### src/rtl/axi_lite_cmd_master.sv
// -----------------------------------------------------------------------------
// axi_lite_cmd_master
//
// AXI4-Lite initiator. It accepts one single-beat register command at a time
// on a valid/ready command port, runs the matching AXI4-Lite write or read
// transaction, and returns one response per command on a valid/ready
// response port. It is intended to drive the bridge register slave
// (DBG, PWM, clock-divider, AUX) from on-chip logic such as a sequencer.
//
// Optional feature macro: AXI_MASTER_CMP_EN
//   When defined, each read is compared against an expected value latched
//   with the command. The result appears on rsp_mismatch, and a saturating
//   16-bit mismatch_count is kept. When undefined, those ports do not exist.
//
// Ports
//   M_AXI_ACLK, M_AXI_ARESETN   clock, asynchronous active-low reset
//   cmd_*                       command in (valid/ready): write flag,
//                               address, write data, write strobes
//   rsp_*                       response out (valid/ready): read data
//                               (0 for writes), captured BRESP/RRESP
//   busy                        high whenever the FSM is not IDLE
//   M_AXI_AW*/W*/B*/AR*/R*      AXI4-Lite master channels
//   cmd_expect, rsp_mismatch,
//   mismatch_count              compare feature (AXI_MASTER_CMP_EN only)
//
// Every output comes straight from a flop and resets to 0.
// -----------------------------------------------------------------------------
module axi_lite_cmd_master #(
  parameter int ADDR_WIDTH = 9,
  parameter int DATA_WIDTH = 32
) (
  input  logic                      M_AXI_ACLK,
  input  logic                      M_AXI_ARESETN,
  // Command port
  input  logic                      cmd_valid,
  output logic                      cmd_ready,
  input  logic                      cmd_write,
  input  logic [ADDR_WIDTH-1:0]     cmd_addr,
  input  logic [DATA_WIDTH-1:0]     cmd_wdata,
  input  logic [DATA_WIDTH/8-1:0]   cmd_wstrb,
`ifdef AXI_MASTER_CMP_EN
  input  logic [DATA_WIDTH-1:0]     cmd_expect,
  output logic                      rsp_mismatch,
  output logic [15:0]               mismatch_count,
`endif
  // Response port
  output logic                      rsp_valid,
  input  logic                      rsp_ready,
  output logic [DATA_WIDTH-1:0]     rsp_rdata,
  output logic [1:0]                rsp_resp,
  output logic                      busy,
  // AXI4-Lite write address channel
  output logic [ADDR_WIDTH-1:0]     M_AXI_AWADDR,
  output logic                      M_AXI_AWVALID,
  input  logic                      M_AXI_AWREADY,
  // AXI4-Lite write data channel
  output logic [DATA_WIDTH-1:0]     M_AXI_WDATA,
  output logic [DATA_WIDTH/8-1:0]   M_AXI_WSTRB,
  output logic                      M_AXI_WVALID,
  input  logic                      M_AXI_WREADY,
  // AXI4-Lite write response channel
  input  logic [1:0]                M_AXI_BRESP,
  input  logic                      M_AXI_BVALID,
  output logic                      M_AXI_BREADY,
  // AXI4-Lite read address channel
  output logic [ADDR_WIDTH-1:0]     M_AXI_ARADDR,
  output logic                      M_AXI_ARVALID,
  input  logic                      M_AXI_ARREADY,
  // AXI4-Lite read data channel
  input  logic [DATA_WIDTH-1:0]     M_AXI_RDATA,
  input  logic [1:0]                M_AXI_RRESP,
  input  logic                      M_AXI_RVALID,
  output logic                      M_AXI_RREADY
);

  typedef enum logic [2:0] {
    IDLE,
    WR_ADDR_DATA,
    WR_RESP,
    RD_ADDR,
    RD_DATA,
    RSP
  } state_e;

  state_e                    state_q;
  logic                      cmd_ready_q;
  logic                      rsp_valid_q;
  logic [DATA_WIDTH-1:0]     rsp_rdata_q;
  logic [1:0]                rsp_resp_q;
  logic                      busy_q;
  logic [ADDR_WIDTH-1:0]     awaddr_q;
  logic                      awvalid_q;
  logic [DATA_WIDTH-1:0]     wdata_q;
  logic [DATA_WIDTH/8-1:0]   wstrb_q;
  logic                      wvalid_q;
  logic                      bready_q;
  logic [ADDR_WIDTH-1:0]     araddr_q;
  logic                      arvalid_q;
  logic                      rready_q;
`ifdef AXI_MASTER_CMP_EN
  logic [DATA_WIDTH-1:0]     expect_q;
  logic                      mismatch_q;
  logic [15:0]               mismatch_count_q;
  logic                      rd_mismatch;
`endif

  // A write channel is finished once its VALID has already dropped, or when
  // its handshake happens this cycle. AW and W may finish in either order or
  // together; WR_RESP is entered only when both are finished.
  logic aw_fin;
  logic w_fin;
  assign aw_fin = !awvalid_q || M_AXI_AWREADY;
  assign w_fin  = !wvalid_q  || M_AXI_WREADY;

`ifdef AXI_MASTER_CMP_EN
  assign rd_mismatch = (M_AXI_RDATA != expect_q);
`endif

  // NOTE: all state and outputs use non-blocking assignments, so every
  // branch below reads the values from before this clock edge, and a later
  // assignment in the same branch simply overrides an earlier one.
  always_ff @(posedge M_AXI_ACLK or negedge M_AXI_ARESETN) begin
    if (!M_AXI_ARESETN) begin
      // NOTE: the reset is asynchronous, so every VALID/READY output drops
      // the moment reset asserts, not at the next clock edge.
      state_q     <= IDLE;
      cmd_ready_q <= 1'b0;
      rsp_valid_q <= 1'b0;
      rsp_rdata_q <= '0;
      rsp_resp_q  <= '0;
      busy_q      <= 1'b0;
      awaddr_q    <= '0;
      awvalid_q   <= 1'b0;
      wdata_q     <= '0;
      wstrb_q     <= '0;
      wvalid_q    <= 1'b0;
      bready_q    <= 1'b0;
      araddr_q    <= '0;
      arvalid_q   <= 1'b0;
      rready_q    <= 1'b0;
`ifdef AXI_MASTER_CMP_EN
      expect_q         <= '0;
      mismatch_q       <= 1'b0;
      mismatch_count_q <= '0;
`endif
    end else begin
      case (state_q)
        IDLE: begin
          // cmd_ready rises on the first clock after reset and stays up
          // until a command is taken.
          cmd_ready_q <= 1'b1;
          if (cmd_valid && cmd_ready_q) begin
            cmd_ready_q <= 1'b0;
            busy_q      <= 1'b1;
`ifdef AXI_MASTER_CMP_EN
            expect_q    <= cmd_expect;
`endif
            if (cmd_write) begin
              awaddr_q  <= cmd_addr;
              awvalid_q <= 1'b1;
              wdata_q   <= cmd_wdata;
              wstrb_q   <= cmd_wstrb;
              wvalid_q  <= 1'b1;
              state_q   <= WR_ADDR_DATA;
            end else begin
              araddr_q  <= cmd_addr;
              arvalid_q <= 1'b1;
              state_q   <= RD_ADDR;
            end
          end
        end

        WR_ADDR_DATA: begin
          // Each channel clears its VALID and zeroes its payload independently.
          if (awvalid_q && M_AXI_AWREADY) begin
            awvalid_q <= 1'b0;
            awaddr_q  <= '0;
          end
          if (wvalid_q && M_AXI_WREADY) begin
            wvalid_q <= 1'b0;
            wdata_q  <= '0;
            wstrb_q  <= '0;
          end
          if (aw_fin && w_fin) begin
            bready_q <= 1'b1;
            state_q  <= WR_RESP;
          end
        end

        WR_RESP: begin
          // BREADY is already high here, so BVALID alone is the handshake.
          if (M_AXI_BVALID) begin
            bready_q    <= 1'b0;
            rsp_resp_q  <= M_AXI_BRESP;
            rsp_rdata_q <= '0;
            rsp_valid_q <= 1'b1;
`ifdef AXI_MASTER_CMP_EN
            mismatch_q  <= 1'b0;
`endif
            state_q     <= RSP;
          end
        end

        RD_ADDR: begin
          if (M_AXI_ARREADY) begin
            arvalid_q <= 1'b0;
            araddr_q  <= '0;
            rready_q  <= 1'b1;
            state_q   <= RD_DATA;
          end
        end

        RD_DATA: begin
          if (M_AXI_RVALID) begin
            rready_q    <= 1'b0;
            rsp_rdata_q <= M_AXI_RDATA;
            rsp_resp_q  <= M_AXI_RRESP;
            rsp_valid_q <= 1'b1;
`ifdef AXI_MASTER_CMP_EN
            mismatch_q  <= rd_mismatch;
            if (rd_mismatch && (mismatch_count_q != 16'hFFFF)) begin
              mismatch_count_q <= mismatch_count_q + 16'd1;
            end
`endif
            state_q     <= RSP;
          end
        end

        RSP: begin
          // Response payload is held until consumed; cmd_ready returns the
          // cycle after the response handshake.
          if (rsp_ready) begin
            rsp_valid_q <= 1'b0;
            busy_q      <= 1'b0;
            cmd_ready_q <= 1'b1;
            state_q     <= IDLE;
          end
        end

        default: begin
          state_q <= IDLE;
        end
      endcase
    end
  end

  assign cmd_ready     = cmd_ready_q;
  assign rsp_valid     = rsp_valid_q;
  assign rsp_rdata     = rsp_rdata_q;
  assign rsp_resp      = rsp_resp_q;
  assign busy          = busy_q;
  assign M_AXI_AWADDR  = awaddr_q;
  assign M_AXI_AWVALID = awvalid_q;
  assign M_AXI_WDATA   = wdata_q;
  assign M_AXI_WSTRB   = wstrb_q;
  assign M_AXI_WVALID  = wvalid_q;
  assign M_AXI_BREADY  = bready_q;
  assign M_AXI_ARADDR  = araddr_q;
  assign M_AXI_ARVALID = arvalid_q;
  assign M_AXI_RREADY  = rready_q;
`ifdef AXI_MASTER_CMP_EN
  assign rsp_mismatch   = mismatch_q;
  assign mismatch_count = mismatch_count_q;
`endif

endmodule

### config.mk
export PLATFORM = sky130hd
export DESIGN_NAME = axi_lite_cmd_master
export DESIGN_NICKNAME = d
export VERILOG_FILES = /design/src/rtl/axi_lite_cmd_master.sv
export SDC_FILE = /design/constraint.sdc
export NUM_CORES = 1
export LEC_CHECK = 0
export CAP_MARGIN = 25
export CORE_MARGIN = 2
export CORE_UTILIZATION = 40
export CTS_BUF_LIST = sky130_fd_sc_hd__clkbuf_16
export CTS_CLUSTER_DIAMETER = 30
export DETAILED_ROUTE_END_ITERATION = 16
export PLACE_DENSITY = 0.78
export SETUP_SLACK_MARGIN = 0.2
export SYNTH_ARGS = -nofsm -noshare
export SYNTH_HDL_FRONTEND = slang
export SYNTH_SLANG_ARGS = --single-unit
### constraint.sdc
create_clock -name M_AXI_ACLK -period 1.9 [get_ports M_AXI_ACLK]
set_input_delay 0.38 -clock M_AXI_ACLK [delete_from_list [all_inputs] [get_ports M_AXI_ACLK]]
set_output_delay 0.38 -clock M_AXI_ACLK [all_outputs]
set_load 0.02 [all_outputs]
==> metrics.cfg, run 1 <==
[setup_path]
reg2reg_depth = 5
timing.critical_path.max_delay_family = buffers and inverters
critical_path_peak_fanout = 2
critical_path.reg2reg.endpoint = M_AXI_WDATA[0]$_DFFE_PN0P_
data_required_time_of_the_worst_path_ns = 1.52
critical_path_buf_inv_count = 1
endpoint_kind = primary output
r2r-start = state_q[2]$_DFFE_PN0P_
crit_arrival_ns = 1.31
critical_path_class = flop to primary output
critical_path.cell_chain = clkdlybuf4s50_1
worst_path_largest_cell_delay_ns = 0.61
rrSetupSlack_ns = 0.31
timing.critical_path.from_type = flop
crit_slowest_cell = sky130_fd_sc_hd__clkdlybuf4s50_1

[floorplan]
initial_core_util_pct = 40.9
die_x_um = 104
core-area_sq_um = 9730
i_o_pins = 187
cell_rows = 36
die_area_sq_um = 10800
chipHeight_um = 104

[sta]
timing.setup.tns_ns = 0
final.setup_skew_ns = 0.0128
finalMaxSlewViolations = 0
tightestPinTransition_ns = 0.564
achievable-frequency_mhz = 593
final.setup.worst_slack_ns = 0.214
timing.final.crit_share_pct = 88.7
hold_viol_final = 0
grt_setup_unrepaired = false
slew_headroom_pct = 62.2
setup_viol_count_final = 0
final_min_period_ns = 1.69

[cts]
cts_tree = done
number_of_cts_inserted_buffers = 9
clk_latency_ns = 0.34
ctsRootBufferMaster = sky130_fd_sc_hd__clkbuf_16
cts.path.max_buffers = 2
cts.clk_slew.worst_paths_ns = 0.07
htreeDepth = 3
tritoncts_sinks = 99

[hold_path]
hold_start = rsp_rdata[29]$_DFFE_PN0P_
min_path_cells = 2
worst_hold_path_type = flop to flop
hold-path-endpoint = rsp_rdata[29]$_DFFE_PN0P_

[pwr]
totalPowerFinal_mw = 10.2
internal_power_mw = 6.27
p_sw_share_pct = 38.5
seq_power_share_pct = 34.7
share_comb_of_total_power_pct = 47.6
psw_mw = 3.92
max-vdd-ir-drop_uv = 651
total_leakage_power_nw = 3.67
p_clk_share_pct = 17.7
p_per_area_nw_per_um2 = 1560

[placement]
dp.final_hpwl_um = 8190
port-buffer-count = 186
place_inst = 669
place_ws_ns = -0.214
gp_congestion = 0.835

[yosys]
synth_cells = 356
synth_seq_cells = 99
synth_fp_nets = 447
syn-mean-instance-area_sq_um = 11.2
synth_area_leaders = sky130_fd_sc_hd__dfrtp_1 62%, sky130_fd_sc_hd__a22o_1 9.9%, sky130_fd_sc_hd__nand2_1 8.4%
netlist.top_cell.by_area = sky130_fd_sc_hd__dfrtp_1
syn-cell-area_sq_um = 3980
post_synth_num_cell_types = 38
netlist.area_leader.share_pct = 62.2
seq_area_frac_synth_pct = 62.2
synth-warning-count = 0

[cells_and_area]
syn2layout_area_growth_pct = 63.8
drive_gt1_share_pct = 9.61
area.sequential_sq_um = 2480
layout.cells.most_common_list = 102 x sky130_fd_sc_hd__clkdlybuf4s50_1, 98 x sky130_fd_sc_hd__dfrtp_1, 89 x sky130_fd_sc_hd__nand2_1, 53 x sky130_fd_sc_hd__dlymetal6s2s_1, 46 x sky130_fd_sc_hd__o21ai_1
layout.cells.non_filler = 695
final_net_count = 648
fillerInstances = 757
insertedDiodeCount = 0
mostFrequentLayoutCell = sky130_fd_sc_hd__clkdlybuf4s50_1
util_after_layout_pct = 67.0
multiInputGateArea_sq_um = 1350

[detailed_routing]
drt_drc_violations_left = 0
detail_route.iter0.violations = 105
routedWlPerCell_um = 16.6
antenna_violating_nets_post_route = 0
vias_per_cell = 4.98
detail_route.wirelength_um = 11500
route.vias.total = 3464
dr.pass1.iters = 4

[grt]
grt_antenna_before_repair = 0
grt_start_max_net_pins = 49
grt.total_usage_pct = 21.5
grt_pass1_vias = 3386
grt_overflow_total = 0
wire_length_of_the_first_global_routing_pass_um = 18500

[run]
number_of_max_cap_violations = 0

[run_status]
status = finished clean

worst register-to-register path: cells and delay by family, from the launching register on:
family / cells / cell delay [ns]
AOI/OAI and AO/OA: 1 / 0.18
buffers and inverters: 1 / 0.19
DFF: 1 / 0.49
and+or+nand+nor: 3 / 0.66
how the worst max path moves through the flow:
stage / startpoint / end / slack [ns] / cells past startpoint
6_report: M_AXI_ARADDR[5]$_DFFE_PN0P_ / M_AXI_ARADDR[5] / 0.21 / 1
5_1_grt: M_AXI_WDATA[13]$_DFFE_PN0P_ / M_AXI_WDATA[13] / 0.20 / 1
4_1_cts: M_AXI_WDATA[6]$_DFFE_PN0P_ / M_AXI_WDATA[6] / 0.20 / 1
3_5_place_dp: cmd_write / M_AXI_WDATA[25]$_DFFE_PN0P_ / -0.21 / 4
3_3_place_gp: cmd_write / M_AXI_WDATA[21]$_DFFE_PN0P_ / -0.11 / 4
2_1_floorplan: cmd_ready$_DFFE_PN0P_ / M_AXI_WDATA[10]$_DFFE_PN0P_ / 0.38 / 5
synthesized netlist by cell type:
| cell type | count |
|---|---|
| sky130_fd_sc_hd__clkbuf_1 | 3 |
| sky130_fd_sc_hd__nand2b_2 | 1 |
| sky130_fd_sc_hd__a211oi_1 | 1 |
| sky130_fd_sc_hd__o221a_1 | 1 |
| sky130_fd_sc_hd__or2_4 | 1 |
| sky130_fd_sc_hd__nor2_4 | 1 |
| sky130_fd_sc_hd__inv_1 | 4 |
| sky130_fd_sc_hd__nor2_1 | 5 |
| sky130_fd_sc_hd__mux2i_1 | 2 |
| sky130_fd_sc_hd__buf_8 | 3 |
| sky130_fd_sc_hd__a21oi_1 | 6 |
| sky130_fd_sc_hd__buf_6 | 3 |
| sky130_fd_sc_hd__a21o_1 | 4 |
| sky130_fd_sc_hd__buf_2 | 12 |
| sky130_fd_sc_hd__o21ai_1 | 46 |
| sky130_fd_sc_hd__o21a_1 | 1 |
| sky130_fd_sc_hd__and2_4 | 1 |
| sky130_fd_sc_hd__dfrtp_1 | 99 |
| sky130_fd_sc_hd__a22oi_1 | 1 |
| sky130_fd_sc_hd__o21ai_2 | 1 |
| sky130_fd_sc_hd__o22ai_1 | 1 |
| sky130_fd_sc_hd__nor3_4 | 1 |
| sky130_fd_sc_hd__nor3b_4 | 1 |
| sky130_fd_sc_hd__nand3_1 | 1 |
| sky130_fd_sc_hd__nand3b_1 | 2 |
| sky130_fd_sc_hd__o21ai_0 | 4 |
| sky130_fd_sc_hd__nand2_1 | 89 |
| sky130_fd_sc_hd__nand2b_1 | 2 |
| sky130_fd_sc_hd__nor2b_1 | 3 |
| sky130_fd_sc_hd__o211ai_1 | 1 |
| sky130_fd_sc_hd__buf_1 | 2 |
| sky130_fd_sc_hd__nand2_2 | 1 |
| sky130_fd_sc_hd__a31oi_1 | 1 |
| sky130_fd_sc_hd__and3_1 | 3 |
| sky130_fd_sc_hd__nor4_4 | 1 |
| sky130_fd_sc_hd__a22o_1 | 45 |
| sky130_fd_sc_hd__nor3_1 | 1 |
| sky130_fd_sc_hd__o21ai_4 | 1 |
area by class of cell:
class | instances | share of cell area (%)
clock inverters | 7 | 1.07
inverters | 4 | 0.230
flip-flops and latches | 99 | 38.0
well taps | 133 | 2.55
repair buffers | 212 | 34.0
clock buffers | 9 | 3.45
multi-input cells | 231 | 20.7
per-stage QoR:
step,instance area (sq um),hold slack [ns]
3_3_place_gp,6040,0.317
5_1_grt,6520,0.505
2_1_floorplan,3980,0.0844
6_report,6520,0.477
4_1_cts,6330,0.490
3_5_place_dp,6040,0.321
repair_timing:
| action | CTS | global route |
|---|---|---|
| pin swaps | 1 | 2 |
| resized for setup | 32 | 54 |
| setup endpoints to repair | 67 | 106 |
| hold endpoints to repair | 24 | 0 |
| gates cloned | 1 | 0 |
| setup buffers | 0 | 8 |
| hold buffers | 1 | 0 |
per-layer routing:
layer	up-vias	wire [um]	GRT usage (%)
li1	1642	-	-
met1	1686	4760	26.2
met2	120	5860	37.4
met3	16	716	5.10
met4	0	177	7.43
met5	-	0	0
power groups by stage:
stage	clock, mW	combinational, mW	sequential (mW)
2_1_floorplan	0	1.59	4.56
3_3_place_gp	0	4.93	3.56
3_5_place_dp	0	5.04	3.58
4_1_cts	1.82	4.92	3.55
5_1_grt	1.94	5.19	3.64
6_report	1.80	4.85	3.54
sequential cells by signal, summed over array words and instances (netlist names), 2 cells and up:
name          cells
rsp_resp          2
M_AXI_WDATA      32
M_AXI_AWADDR      9
M_AXI_WSTRB       4
M_AXI_ARADDR      9
state_q           3
rsp_rdata        32
logic make-up (layout without fill, tap and decap cells):
logic type,count (synthesis),in the layout,share of synthesized area [%]
flops,99,99,62.2
buf+inv,27,232,4.34
simple gates,114,114,13.3
compound gates,114,115,19.7
mux,2,2,0.503
No activity file was read; power rests on OpenSTA's default activity.
==> run 2: changes to the inputs <==
Clock period 1.9 ns to 2 ns, I/O delays scaled along.
==> run 2 against run 1 <==
Final cell count is 0.58% lower. Register-to-register slack better by 0.07 ns. First-iteration DRC count is 44% higher. Cell area is 2.3% lower. Clock power is 13% lower. Largest cell class unchanged. Highest routed layer unchanged.
==> metrics.cfg, run 2 (synthesis results as in run 1) <==
[setup_path]
timing.critical_path.max_delay_family = buffers and inverters
critical_path_peak_fanout = 3  ; +1
crit_arrival_ns = 1.37  ; +0.06 ns
crit_slowest_cell = sky130_fd_sc_hd__clkdlybuf4s50_1
path_depth = 1  ; unchanged
timing.critical_path.from_type = flop
reg2reg_depth = 6  ; +1
critical_path_buf_inv_count = 1  ; unchanged
worst_path_largest_cell_delay_ns = 0.63  ; +0.02 ns
data_required_time_of_the_worst_path_ns = 1.60  ; +0.08 ns
critical_path.cell_chain = clkdlybuf4s50_1
endpoint_kind = primary output
critical_path_class = flop to primary output

[cts]
cts.clk_slew.worst_paths_ns = 0.07  ; about the same
number_of_cts_inserted_buffers = 9  ; unchanged
cts.path.max_buffers = 2  ; unchanged
ctsRootBufferMaster = sky130_fd_sc_hd__clkbuf_16
clk_latency_ns = 0.34  ; about the same
tritoncts_sinks = 99  ; unchanged
cts_tree = done
htreeDepth = 3  ; unchanged

[cells_and_area]
syn2layout_area_growth_pct = 60.1
fillerInstances = 767  ; +1.3%
insertedDiodeCount = 0  ; unchanged
area.sequential_sq_um = 2480  ; about the same
multiInputGateArea_sq_um = 1350  ; unchanged
layout.cells.most_common_list = 184 x sky130_fd_sc_hd__clkdlybuf4s50_1, 99 x sky130_fd_sc_hd__dfrtp_1, 89 x sky130_fd_sc_hd__nand2_1, 46 x sky130_fd_sc_hd__o21ai_1, 45 x sky130_fd_sc_hd__a22o_1
final_net_count = 644  ; -0.62%
util_after_layout_pct = 65.5  ; -1.5 points
mostFrequentLayoutCell = sky130_fd_sc_hd__clkdlybuf4s50_1
stdcell_area_sq_um = 6370  ; -2.3%
drive_gt1_share_pct = 8.78  ; -0.83 points

[sta]
setup_viol_count_final = 0  ; unchanged
achievable-frequency_mhz = 564
final.setup.worst_slack_ns = 0.226  ; +0.0122 ns
timing.final.crit_share_pct = 88.7
final.setup_skew_ns = 0.00796  ; -0.00489 ns
finalMaxSlewViolations = 0  ; unchanged
hold_viol_final = 0  ; unchanged
grt_setup_unrepaired = false
final_min_period_ns = 1.77
slew_headroom_pct = 61.2  ; -1.1 points
tightestPinTransition_ns = 0.580  ; +0.0158 ns
worst_hold_slack_ns = 0.452  ; -0.0256 ns

[floorplan]
i_o_pins = 187  ; unchanged
core-area_sq_um = 9730  ; unchanged
chipHeight_um = 104  ; unchanged
cell_rows = 36  ; unchanged
die_area_sq_um = 10800  ; unchanged
die_x_um = 104  ; unchanged
initial_core_util_pct = 40.9  ; unchanged

[pwr]
total_leakage_power_nw = 2.75  ; -25%
max-vdd-ir-drop_uv = 691  ; +6.2%
totalPowerFinal_mw = 9.81  ; -3.8%
p_per_area_nw_per_um2 = 1540  ; -1.5%

[detailed_routing]
vias_per_cell = 4.99  ; +0.20%
routedWlPerCell_um = 16.2  ; -2.3%
dr.pass1.iters = 6  ; +2
route.vias.total = 3451  ; -0.38%
drt_drc_violations_left = 0  ; unchanged
antenna_violating_nets_post_route = 0  ; unchanged
detail_route.wirelength_um = 11200  ; -2.9%
detail_route.iter0.violations = 151  ; +44%

[placement]
gp_congestion = 0.816  ; -2.2%
place_ws_ns = -0.103  ; +0.111 ns
placed_cell_area_sq_um = 6020  ; -0.37%
dp.final_hpwl_um = 8050  ; -1.6%
port-buffer-count = 186  ; unchanged

[grt]
grt.total_usage_pct = 20.1  ; -1.3 points
grt_antenna_before_repair = 0  ; unchanged
grt_pass1_vias = 3363  ; -0.68%
grt_start_max_net_pins = 70  ; +43%
wire_length_of_the_first_global_routing_pass_um = 17500  ; -5.3%
grt_overflow_total = 0  ; unchanged

[hold_path]
worst_hold_path_type = input port to asynchronous set/reset pin

[run_status]
status = finished clean

[run]
number_of_max_cap_violations = 0  ; unchanged

==> run 2: cell types whose count changed in the layout (fill, tap and decap cells not counted), sizes merged <==
| cell | previous run | this run |
|---|---|---|
| bufinv | 1 | 0 |
| dlygate4sd2 | 30 | 0 |
| clkinv | 1 | 5 |
| inv | 7 | 4 |
| buf | 26 | 22 |
| dlymetal6s2s | 53 | 1 |
| clkdlybuf4s50 | 102 | 184 |
==> run 2: through the flow <==
step                      TNS, ns  instances
after floorplan                 0        356
after global placement      -1.40        666
after detailed placement    -3.24        666
after CTS                       0        683
after global routing            0        691
final                           0        691
==> run 2: metal layers <==
metal	GRT usage [%]	vias up	part of all wire, %
li1	-	1637	-
met1	25.5	1648	42
met2	33.5	149	50
met3	4.72	17	6.5
met4	8.01	0	2.0
met5	0	-	0
==> run 2: where the power goes <==
group	switching [mW]	leakage [nW]	internal, mW	total (mW)
Combinational	2.44	1.34	2.39	4.83
Clock	0.732	0.126	0.836	1.57
Sequential	0.556	1.29	2.85	3.40
==> run 2: final cells by class <==
class / instances / area share (%)
clock buffer: 9 / 3.53
inverter: 4 / 0.236
multi-input combinational: 231 / 21.2
timing repair buffer: 208 / 32.8
tap: 133 / 2.61
clock inverter: 7 / 0.707
sequential: 99 / 38.9
==> run 2: repair_timing <==
item / CTS / global route
hold buffers: 1 / 0
hold endpoints to repair: 12 / 0
setup endpoints to repair: 0 / 40
gates resized for setup: 0 / 3
setup buffers: 0 / 7
==> run 2: final timing paths <==
check | startpoint | end | slack [ns]
worst min register to register | rsp_resp[1]$_DFFE_PN0P_ | rsp_resp[1]$_DFFE_PN0P_ | 0.48
worst max-delay path | cmd_ready$_DFFE_PN0P_ | cmd_ready | 0.23
max in group asynchronous | M_AXI_ARESETN | rsp_rdata[8]$_DFFE_PN0P_ | 0.93
worst max register to register | state_q[0]$_DFFE_PN0P_ | rsp_rdata[12]$_DFFE_PN0P_ | 0.38
min in group M_AXI_ACLK | rsp_resp[1]$_DFFE_PN0P_ | rsp_resp[1]$_DFFE_PN0P_ | 0.48
worst min-delay path | M_AXI_ARESETN | busy$_DFFE_PN0P_ | 0.45
